[src/rtl/video_pattern_timing_gen.sv]
// Raster timing (de/hsync/vsync/ctl) plus selectable test pattern for the HDMI transmitter.
// Latency: every output is registered, one pixel_clk after the counter state it describes.
// Backpressure: none; free-running at one pixel per clock, the sink must keep up.
module video_pattern_timing_gen #(
    parameter int   H_ACTIVE   = 1280,
    parameter int   H_FRONT    = 110,
    parameter int   H_SYNC     = 40,
    parameter int   H_BACK     = 220,
    parameter int   V_ACTIVE   = 720,
    parameter int   V_FRONT    = 5,
    parameter int   V_SYNC     = 5,
    parameter int   V_BACK     = 20,
    parameter logic HSYNC_POL  = 1'b1,
    parameter logic VSYNC_POL  = 1'b1,
    parameter int   CHECK_LOG2 = 5,
    parameter int   COORD_W    = 12
) (
    input  logic        pixel_clk,
    input  logic        rst,
    input  logic [1:0]  mode,
    input  logic [23:0] solid_rgb,
    output logic        de,
    output logic        hsync,
    output logic        vsync,
    output logic [3:0]  ctl,
    output logic [7:0]  pixel_data_0,
    output logic [7:0]  pixel_data_1,
    output logic [7:0]  pixel_data_2,
    output logic        frame_start
);

    localparam int H_TOTAL  = H_ACTIVE + H_FRONT + H_SYNC + H_BACK;
    localparam int V_TOTAL  = V_ACTIVE + V_FRONT + V_SYNC + V_BACK;
    localparam int HS_BEG   = H_ACTIVE + H_FRONT;
    localparam int HS_END   = H_ACTIVE + H_FRONT + H_SYNC;
    localparam int VS_BEG   = V_ACTIVE + V_FRONT;
    localparam int VS_END   = V_ACTIVE + V_FRONT + V_SYNC;
    localparam int BAR_W    = H_ACTIVE / 8;
    localparam logic [COORD_W-1:0] BAR_LAST = COORD_W'(BAR_W - 1);

    // running holds the counters at (0,0) for the first clock after reset release,
    // so the first frame_start leaves the block on the second clock.
    logic               running;
    logic               origin_seen;
    logic [COORD_W-1:0] h_cnt;
    logic [COORD_W-1:0] v_cnt;
    logic [COORD_W-1:0] bar_px;
    logic [2:0]         bar_idx;
    logic [7:0]         frame_cnt;
    logic [1:0]         shadow_mode;
    logic [23:0]        shadow_rgb;

    logic               at_origin;
    logic               h_last;
    logic               v_last;
    logic               active_c;
    logic               hs_c;
    logic               vs_c;
    logic [1:0]         eff_mode;
    logic [23:0]        eff_rgb;
    logic [7:0]         eff_frame;
    logic [7:0]         grad;
    logic [23:0]        pix_rgb;

    assign at_origin = (h_cnt == '0) && (v_cnt == '0);
    assign h_last    = (int'(h_cnt) == H_TOTAL - 1);
    assign v_last    = (int'(v_cnt) == V_TOTAL - 1);
    assign active_c  = (int'(h_cnt) < H_ACTIVE) && (int'(v_cnt) < V_ACTIVE);
    assign hs_c      = (int'(h_cnt) >= HS_BEG) && (int'(h_cnt) < HS_END);
    assign vs_c      = (int'(v_cnt) >= VS_BEG) && (int'(v_cnt) < VS_END);

    // At the frame origin the shadow is being loaded this very clock, so the first
    // pixel of a frame takes the incoming selection straight through.
    assign eff_mode  = at_origin ? mode : shadow_mode;
    assign eff_rgb   = at_origin ? solid_rgb : shadow_rgb;
    assign eff_frame = (at_origin && origin_seen) ? frame_cnt + 8'd1 : frame_cnt;
    assign grad      = 8'(h_cnt) + eff_frame;
    assign ctl       = 4'b0000;

    // Pattern selection for the current counter position
    always_comb begin
        pix_rgb = 24'h000000;
        case (eff_mode)
            2'd0:    pix_rgb = eff_rgb;
            // Bar colours fall straight out of the index bits: R off for 2,3,6,7;
            // G off for 4..7; B off for odd bars.
            2'd1:    pix_rgb = {{8{~bar_idx[1]}}, {8{~bar_idx[2]}}, {8{~bar_idx[0]}}};
            2'd2:    pix_rgb = (h_cnt[CHECK_LOG2] ^ v_cnt[CHECK_LOG2]) ? 24'hFFFFFF : 24'h000000;
            default: pix_rgb = {grad, grad, grad};
        endcase
    end

    // Raster counters, bar tracker, frame counter and frame-boundary shadows
    always_ff @(posedge pixel_clk or negedge rst) begin
        if (!rst) begin
            running     <= 1'b0;
            origin_seen <= 1'b0;
            h_cnt       <= '0;
            v_cnt       <= '0;
            bar_px      <= '0;
            bar_idx     <= 3'd0;
            frame_cnt   <= 8'd0;
            shadow_mode <= 2'd0;
            shadow_rgb  <= 24'h000000;
        end else if (!running) begin
            running     <= 1'b1;
            shadow_mode <= mode;
            shadow_rgb  <= solid_rgb;
        end else begin
            if (h_last) begin
                h_cnt <= '0;
                v_cnt <= v_last ? '0 : v_cnt + 1'b1;
            end else begin
                h_cnt <= h_cnt + 1'b1;
            end

            // Bar index steps every BAR_W pixels and parks on black past the last bar
            if (h_last) begin
                bar_px  <= '0;
                bar_idx <= 3'd0;
            end else if (bar_px == BAR_LAST) begin
                bar_px <= '0;
                if (bar_idx != 3'd7) begin
                    bar_idx <= bar_idx + 3'd1;
                end
            end else begin
                bar_px <= bar_px + 1'b1;
            end

            if (at_origin) begin
                shadow_mode <= mode;
                shadow_rgb  <= solid_rgb;
                origin_seen <= 1'b1;
                if (origin_seen) begin
                    frame_cnt <= frame_cnt + 8'd1;
                end
            end
        end
    end

    // Output register stage: timing strobes and blanked pixel data
    always_ff @(posedge pixel_clk or negedge rst) begin
        if (!rst) begin
            de           <= 1'b0;
            hsync        <= ~HSYNC_POL;
            vsync        <= ~VSYNC_POL;
            frame_start  <= 1'b0;
            pixel_data_0 <= 8'h00;
            pixel_data_1 <= 8'h00;
            pixel_data_2 <= 8'h00;
        end else begin
            de           <= running && active_c;
            hsync        <= (running && hs_c) ? HSYNC_POL : ~HSYNC_POL;
            vsync        <= (running && vs_c) ? VSYNC_POL : ~VSYNC_POL;
            frame_start  <= running && at_origin;
            if (running && active_c) begin
                pixel_data_2 <= pix_rgb[23:16];
                pixel_data_1 <= pix_rgb[15:8];
                pixel_data_0 <= pix_rgb[7:0];
            end else begin
                pixel_data_2 <= 8'h00;
                pixel_data_1 <= 8'h00;
                pixel_data_0 <= 8'h00;
            end
        end
    end

endmodule

[config.mk]
export PLATFORM = sky130hd
export DESIGN_NAME = video_pattern_timing_gen
export DESIGN_NICKNAME = d
export VERILOG_FILES = /design/src/rtl/video_pattern_timing_gen.sv
export SDC_FILE = /design/constraint.sdc
export NUM_CORES = 1
export LEC_CHECK = 0
export CELL_PAD_IN_SITES_DETAIL_PLACEMENT = 0
export CELL_PAD_IN_SITES_GLOBAL_PLACEMENT = 1
export CORE_ASPECT_RATIO = 1.5
export CORE_MARGIN = 3
export CORE_UTILIZATION = 30
export CTS_BUF_LIST = sky130_fd_sc_hd__clkbuf_4
export DETAILED_ROUTE_END_ITERATION = 7
export PLACE_DENSITY_LB_ADDON = 0.1
export SLEW_MARGIN = 5
export SYNTH_ARGS = -nofsm -noshare
export SYNTH_HDL_FRONTEND = slang
export SYNTH_SLANG_ARGS = --single-unit
[constraint.sdc]
create_clock -name pixel_clk -period 4.9 [get_ports pixel_clk]
set_input_delay 0.98 -clock pixel_clk [delete_from_list [all_inputs] [get_ports pixel_clk]]
set_output_delay 0.98 -clock pixel_clk [all_outputs]
set_load 0.05 [all_outputs]
* After elaboration in Yosys (flattened, before gate mapping) *
Cells that the tools add are included.

word-level totals
  bits in registers = 103
  input port bits = 28
  word-level logic and storage cells = 75
  output and inout bits = 32

cells by class
  bitwise gates (word level) = 4
  magnitude comparators = 6
  reduce and logical (&&, ||, !) cells = 18
  multiplexer cells = 19
  add/sub/neg operators = 6
  equal/unequal tests = 6

operators by type and width
  kind                   count
  $mux 24                3
  $pmux 24 s3            1
  $mux 12                4
  $add 12x1->12 const B  3
  $mux 8                 4
  $logic_not 12->1       2
  $lt 12x10->1 const B   2
  $lt 12x11->1 const B   2
  $eq 12x11->1 const B   1
  $eq 12x12->1 const B   1
  $eq 12x8->1 const B    1
  $ge 12x10->1 const B   1
  $ge 12x11->1 const B   1
  $logic_and 1x1->1      9
  $mux 3                 3
  $add 8x1->8 const B    1
  $add 8x8->8            1
  $reduce_and 3->1       2
  $mux 2                 2
  $reduce_and 2->1       2
  $reduce_bool 2->1      2
  $add 3x1->3 const B    1
  $ne 3x3->1 const B     1
  $not 1->1              3
  5 further kinds        6

* Logic depth before layout (Yosys ltp) *
Gate-level depths: netlist (run 1).

  depth in word-level cells = 7
  depth in mapped cells = 18
  gate-level depth less buffers = 16

* Worst setup path before layout (run 1) *
No wires, ideal clock.

  kind = reg2reg
  start point = register h_cnt[8]
  end point = register pixel_data_0[7]
  setup slack = 0.911 ns
  setup time = 0.158 ns
  arrival time = 3.831 ns
  data required time = 4.742 ns
  period minus slack after synthesis = 3.989 ns
  path buffers = 3
  stages on the path, launching flop included = 16
  cell sequence = dfrtp_1 > or4_1 > buf_2 > or4_4 > nor2_4 > buf_6 > buf_6 > nand2_1 > mux2_2 > ha_1 > a211oi_1 > o21ai_0 > a2111o_1 > o2bb2ai_1 > mux2i_1 > a211oi_1

between the ends
  longest elaborated chain between the ends = 7
  elaborated cells on any way between the ends = 15
  those cells by class = add/sub (1); order compare (1); eq/ne (2); mux (5); reduce/logical (6)

RTL lines
  item                    line  RTL
  from (decl)             45    logic [COORD_W-1:0] h_cnt;
  from (signal assigned)  114   h_cnt <= h_cnt + 1'b1;
  $logic_not 12->1        65    assign at_origin = (h_cnt == '0) && (v_cnt == '0);
  $logic_and 1x1->1       65
  $logic_and 1x1->1       76    assign eff_frame = (at_origin && origin_seen) ? frame_cnt + 8'd1 : frame_cnt;
  $mux 8                  76
  $add 8x8->8             77    assign grad = 8'(h_cnt) + eff_frame;
  $pmux 24 s3             83    case (eff_mode)
  $mux 8 *                156   if (running && active_c) begin
  to (signal assigned)    159   pixel_data_0 <= pix_rgb[7:0];
  to (decl)               26    output logic [7:0] pixel_data_0,

Every way passes the cells marked *; elsewhere a longest branch is shown, timed or not.
A chain may end at the register's enable or synchronous reset.

* Worst setup path after layout (run 1) *
  start point = register v_cnt[2]
  end point = register pixel_data_2[6]

between the ends
  longest elaborated chain between the ends = 7
  elaborated cells on any way between the ends = 15
  those cells by class = add/sub (1); order compare (1); eq/ne (2); mux (5); reduce/logical (6)

RTL lines
  item                    line  RTL
  from (decl)             46    logic [COORD_W-1:0] v_cnt;
  from (signal assigned)  112   v_cnt <= v_last ? '0 : v_cnt + 1'b1;
  $logic_not 12->1        65
  $logic_and 1x1->1       65
  $logic_and 1x1->1       76
  $mux 8                  76
  $add 8x8->8             77
  $pmux 24 s3             83
  $mux 8 *                156
  to (signal assigned)    157   pixel_data_2 <= pix_rgb[23:16];
  to (decl)               28    output logic [7:0] pixel_data_2,

Marks and branches as above.

==> impl_results.md, run 1 <==
- Status: complete, no violations
- Worst IR drop on VDD: 0.1217 mV
- Initial Util: 30.60%
- Post-CTS setup buffer count: 0
- Worst Path Required: 5280 ps
- WP buf/inv: 1
- Delay-heaviest family, CP: simple AND/OR/NAND/NOR gates
- Switching power share of the total: 42.67%
- Crit-path slowest cell: or4_1
- Clock sinks: 103
- Asr flop ratio synth: 100.0%
- Fill cell count: 1838
- CTS Hold Bufs: 0
- Routability cong.: 0.8188
- Total wire length: 14510 um
- Crit path cell chain: or4_1 -> or4_4 -> nor2_4 -> buf_4 -> nand3_1 -> xnor2_1 -> ha_1 -> nor2b_1 -> o21ai_0 -> a21boi_0 -> o21a_1 -> o211a_1 -> a2111oi_1
- Most frequent cells in the layout: 103 x dfrtp_1, 54 x clkdlybuf4s50_1, 49 x mux2_2
- Fin Setup TNS: 0 ps
- Core Box Area: 0.01794 mm2
- CTS buffer count: 9
- Int Pwr: 1.729 mW
- Maximum number of pins on one net before global-route repair: 71
- Clk pwr share: 15.2%
- Drc violations: 0
- Setup ws final: 657.0 ps
- Synth top area cells: dfrtp_1 47%, mux2_2 10%, ha_1 4.1%, nand3_1 3.7%, xor2_1 3.4%
- Final instance area: 0.006425 mm2
- R2r setup slk: 660 ps
- Slew Limit Fails: 0
- Initial DRC count: 186
- Top_reg_cell synth: dfrtp_1
- CTS tree: done
- Syn Area/Cell: 10.30 um2
- Area Overhead vs Synth: 17.02%
- DP Area: 0.006281 mm2
- Port-buffer cells: 55
- Logic gate share of total power: 45.6%
- Psw: 1.287 mW
- Critical path class: register to register
- Clock Latency Late Sink: 480 ps
- Post-synth EDFFs: 0
- Die X-Extent: 116.5 um
- Min Tclk post-route: 4243 ps
- Final Hold Viols: 0
- DP HPWL: 10630 um
- Pwr per Cell Area: 469.4 mW/mm2
- CP max stage delay: 630 ps
- Rows: 60
- Sequential power share: 39.2%
- Placed Cells: 796
- Chip Height: 171.7 um
- Synth Register Bits: 103
- Pleak: 2.691 nW
- RSZ-0062 raised after global routing: false
- Final std cells w/o fill: 813
- H-tree depth: 3
- Die area: 0.01999 mm2
- Maximum capacitance violations: 0
- CTS root buffer: clkbuf_4
- DRT Pass-1 Iters: 5
- Overflow after GRT: 0
- Cell taking the most area after synthesis: dfrtp_1
- Startpoint types: register
- IO Count: 60
- Final Core Density: 35.81%
- Commonest non-fill, non-tap cell in the layout: dfrtp_1
- First-pass GRT wire length: 23450 um
- Mapped Cells: 533
- Area of the multi-input gates: 0.002741 mm2
- Cts repair resizes: 0
- Register area share after synthesis: 46.95%
- Routed via count: 4121
- Wire length per cell: 17.85 um
- Antenna violations before repair: 1
- Clock transition at path regs: 170 ps
- DR vias/cell: 5.069
- Max frequency: 235.7 MHz
- CP Max Fanout: 28
- Tightest Hold Check Type: register to register
- Slew at the pin closest to its max-slew limit: 973.0 ps
- Vias in the first global route: 4313
- Post-synth top area share: 46.95%
- Synth Warn #: 0
- Period utilisation layout: 86.59%
- Total Routing Usage GR: 15.39%
- Cell Area, Synth: 0.005490 mm2
- Reg area: 0.002577 mm2
- Synth cell types: 63
- Worst slew margin: 35.07%
- Fin nets: 637
- Final setup fails: 0
- Post-route ant nets: 0
- Crit. End Element: register
- Layout cells sized above 1: 15.63%
- Clk buf depth: 2
- Clock skew: 22.15 ps
- Post-Place Setup Slack: 692.0 ps
- Critical path arrival: 4620 ps
-- final cells by class --
type,instances,share of cell area (%)
sequential,103,40.12
clock buffer,9,1.052
antenna,1,0.03895
tap,217,4.226
inverter,18,1.052
clock inverter,7,1.149
multi-input combinational,393,42.67
timing repair buffer,65,9.698
-- power by group through the flow --
stage / Clock (mW) / Sequential, mW / Combinational [mW]
floorplan: 0 / 1.44 / 0.697
global placement: 0 / 1.20 / 1.39
global route: 0.515 / 1.21 / 1.49
CTS: 0.481 / 1.18 / 1.40
finish: 0.458 / 1.18 / 1.38
detailed placement: 0 / 1.20 / 1.39
-- per-layer routing --
layer	wire length, um	track usage, %	vias up
met5	0	0	-
met4	310	5.654	0
met3	480	2.781	19
met2	7670	27.88	92
met1	6052	17.82	2021
li1	-	-	1989
-- stage by stage --
stage          hold slack (ps)  power [mW]
6_report                 498.9       3.016
5_1_grt                  539.4       3.215
4_1_cts                  504.0       3.061
3_5_place_dp             482.9       2.592
3_3_place_gp             481.8       2.585
2_1_floorplan            457.8       2.137
-- state kept, by name (all words and copies together) (netlist names), 2 cells and up --
register,count
bar_idx,3
bar_px,12
frame_cnt,8
h_cnt,12
pixel_data_0,8
pixel_data_1,8
pixel_data_2,8
shadow_mode,2
shadow_rgb,24
v_cnt,12
-- synthesized netlist by cell type, drive strengths merged, types with 2 or more instances --
cell     number
o22a          3
o21ai        27
or2           6
and2          4
a2111oi       3
nor2         44
a21o          2
nor4b         3
or3           2
a21oi        25
nand4         6
clkbuf        8
nand3        42
mux2         50
ha           18
a21boi        8
o211ai        3
inv          17
a211oi        4
or4           5
nor4          9
conb          2
nand2        39
and3          6
buf          14
o31ai         3
nor3b         2
nand2b        2
nand3b        4
xor2         21
dfrtp       103
mux2i         4
xnor2        19
nor3         12
-- final timing paths --
check	start	end	cells past startpoint
max	v_cnt[2]$_DFFE_PN0P_	pixel_data_2[6]$_DFF_PN0_	13
min	frame_cnt[7]$_DFFE_PN0P_	frame_cnt[7]$_DFFE_PN0P_	1
max reg2reg	v_cnt[2]$_DFFE_PN0P_	pixel_data_2[6]$_DFF_PN0_	13
min reg2reg	frame_cnt[7]$_DFFE_PN0P_	frame_cnt[7]$_DFFE_PN0P_	1
max in group asynchronous	rst	de$_DFF_PN0_	2
min in group asynchronous	rst	shadow_rgb[11]$_DFF_PN0_	1
-- logic make-up (layout without fill, tap and decap cells) --
logic type	count (synthesis)	count (layout)	share of synthesized area (%)
mux	54	54	10.98
fa+ha+maj	19	19	4.467
xor+xnor	40	40	6.381
flops	103	103	46.95
other cells	2	6	0.1368
compound gates	86	86	10.16
simple gates	189	189	17.46
buf+inv	40	99	3.464
Note: power is estimated with default switching activity, not from simulation.
==> inputs of run 2 (changes only) <==
==> constraint.sdc (replaced) <==
create_clock -name pixel_clk -period 4.9 [get_ports pixel_clk]
set_input_delay 0.49 -clock pixel_clk [delete_from_list [all_inputs] [get_ports pixel_clk]]
set_output_delay 0.49 -clock pixel_clk [all_outputs]
set_load 0.05 [all_outputs]
==> impl_results.md, run 2 (same netlist as run 1, synthesis figures left out) <==
- Routed via count: 4134
- R2r setup slk: 650 ps
- M1 GR Usage: 17.55%
- Pleak: 2.700 nW
- Overflow after GRT: 0
- CTS tree: done
- Worst reg2reg startpoint: v_cnt[2]$_DFFE_PN0P_
- Core Box Area: 0.01794 mm2
- Tightest Hold Check Type: primary input to asynchronous set/reset pin
- First-pass GRT wire length: 23400 um
- Die area: 0.01999 mm2
- WP buf/inv: 1
- Max frequency: 235.2 MHz
- Clock sinks: 103
- Slew at the pin closest to its max-slew limit: 931.6 ps
- Antenna violations before repair: 1
- Status: complete, no violations
- Final instance area: 0.006444 mm2
- RSZ-0062 raised after global routing: false
- IO Count: 60
- Layout cells sized above 1: 15.46%
- Period utilisation layout: 86.78%
- Startpoint types: register
- H-tree depth: 3
- Crit path cell chain: or4_1 -> or4_4 -> nor2_4 -> buf_4 -> nand3_1 -> xnor2_1 -> ha_1 -> nor2b_1 -> o21ai_0 -> a21boi_0 -> o21a_1 -> o211a_1 -> a2111oi_1
- CTS root buffer: clkbuf_4
- Fill cell count: 1865
- Post-CTS setup buffer count: 0
- Worst Path Required: 5250 ps
- DP Area: 0.006281 mm2
- WHS: 76.50 ps
- Total wire length: 14420 um
- Port-buffer cells: 55
- DRT Pass-1 Iters: 6
- Critical path arrival: 4600 ps
- Max reg flops: 24
- DP HPWL: 10690 um
- Rows: 60
- Maximum number of pins on one net before global-route repair: 64
- Worst IR drop on VDD: 0.1116 mV
- Pwr per Cell Area: 473.6 mW/mm2
- Routability cong.: 0.8223
- Worst reg-to-reg path cell count: 13
- Area Overhead vs Synth: 17.37%
- Fin Setup TNS: 0 ps
- Clock skew: 17.74 ps
- Most frequent cells in the layout: 103 x dfrtp_1, 54 x clkdlybuf4s50_1, 49 x mux2_2
- Vias in the first global route: 4383
- Final Hold Viols: 0
- Final setup fails: 0
- Slew Limit Fails: 0
- CTS buffer count: 9
- Post-route ant nets: 0
- Die X-Extent: 116.5 um
- Initial DRC count: 126
- Crit-path slowest cell: or4_1
- Initial Util: 30.60%
- Clock transition at path regs: 160 ps
- CP max stage delay: 620 ps
- Worst slew margin: 37.83%
- Crit. End Element: register
- CTS Hold Bufs: 0
- CP Max Fanout: 28
- Min Tclk post-route: 4252 ps
- Clock Latency Late Sink: 470 ps
- Chip Height: 171.7 um
- Final Core Density: 35.91%
- Fin nets: 637
- Global Route met3 Usage: 2.323%
- Wire length per cell: 17.73 um
- Clk buf depth: 2
- Maximum capacitance violations: 0
- Total Routing Usage GR: 15.31%
- FF-to-FF End: pixel_data_2[6]$_DFF_PN0_
- Commonest non-fill, non-tap cell in the layout: dfrtp_1
- DR vias/cell: 5.085
- Largest Register: shadow_rgb
- Delay-heaviest family, CP: simple AND/OR/NAND/NOR gates
- GR met2 Demand/Resource: 27.90%
- Drc violations: 0
- Busiest grt layer: met2
- Critical path class: register to register
- Cts repair resizes: 0
-- run 2: cell count changes in the layout (fill, tap and decap cells not counted), sizes merged --
cell / delta
clkinv: -2
bufinv: +1
clkbuf: +1
-- run 2: final cells by class --
cell class,instances,area (um2),area share (%)
multi-input cells,393,2741,42.54
flip-flops and latches,103,2577,40.00
repair buffers,65,623.1,9.670
well taps,217,271.5,4.214
clock inverters,6,85.08,1.320
clock buffers,10,75.07,1.165
inverters,18,67.56,1.049
diodes,1,2.502,0.03883
-- run 2: worst max-delay path by stage --
stage,start,to,slack [ps],cells after the start
after floorplan,h_cnt[8]$_DFFE_PN0P_,pixel_data_0[7]$_DFF_PN0_,910,15
after global placement,v_cnt[2]$_DFFE_PN0P_,pixel_data_0[7]$_DFF_PN0_,750,13
after detailed placement,v_cnt[2]$_DFFE_PN0P_,pixel_data_2[6]$_DFF_PN0_,650,13
after CTS,v_cnt[2]$_DFFE_PN0P_,pixel_data_2[6]$_DFF_PN0_,600,13
after global routing,v_cnt[2]$_DFFE_PN0P_,pixel_data_2[6]$_DFF_PN0_,250,13
final,v_cnt[2]$_DFFE_PN0P_,pixel_data_2[6]$_DFF_PN0_,650,13
-- run 2: through the flow --
step | worst slack [ps] | total power, mW | std cells
after CTS | 597.8 | 3.109 | 812
final | 647.8 | 3.051 | 813
after detailed placement | 653.8 | 2.594 | 796
after global placement | 754.0 | 2.584 | 796
after floorplan | 910.6 | 2.137 | 536
after global routing | 251.6 | 3.263 | 813
-- run 2: power breakdown --
group          leakage, nW  total, mW  internal, mW  switching, mW
registers             1.31       1.18          1.03          0.149
clock network       0.0840      0.498         0.211          0.286
logic                 1.30       1.37         0.540          0.833
total                 2.70       3.05          1.78           1.27
-- run 2: routing by layer --
metal  up-vias  wire (um)
met1      2033       5941
met4         0        387
li1       1995          -
met3        23        434
met5         -          0
met2        83       7655
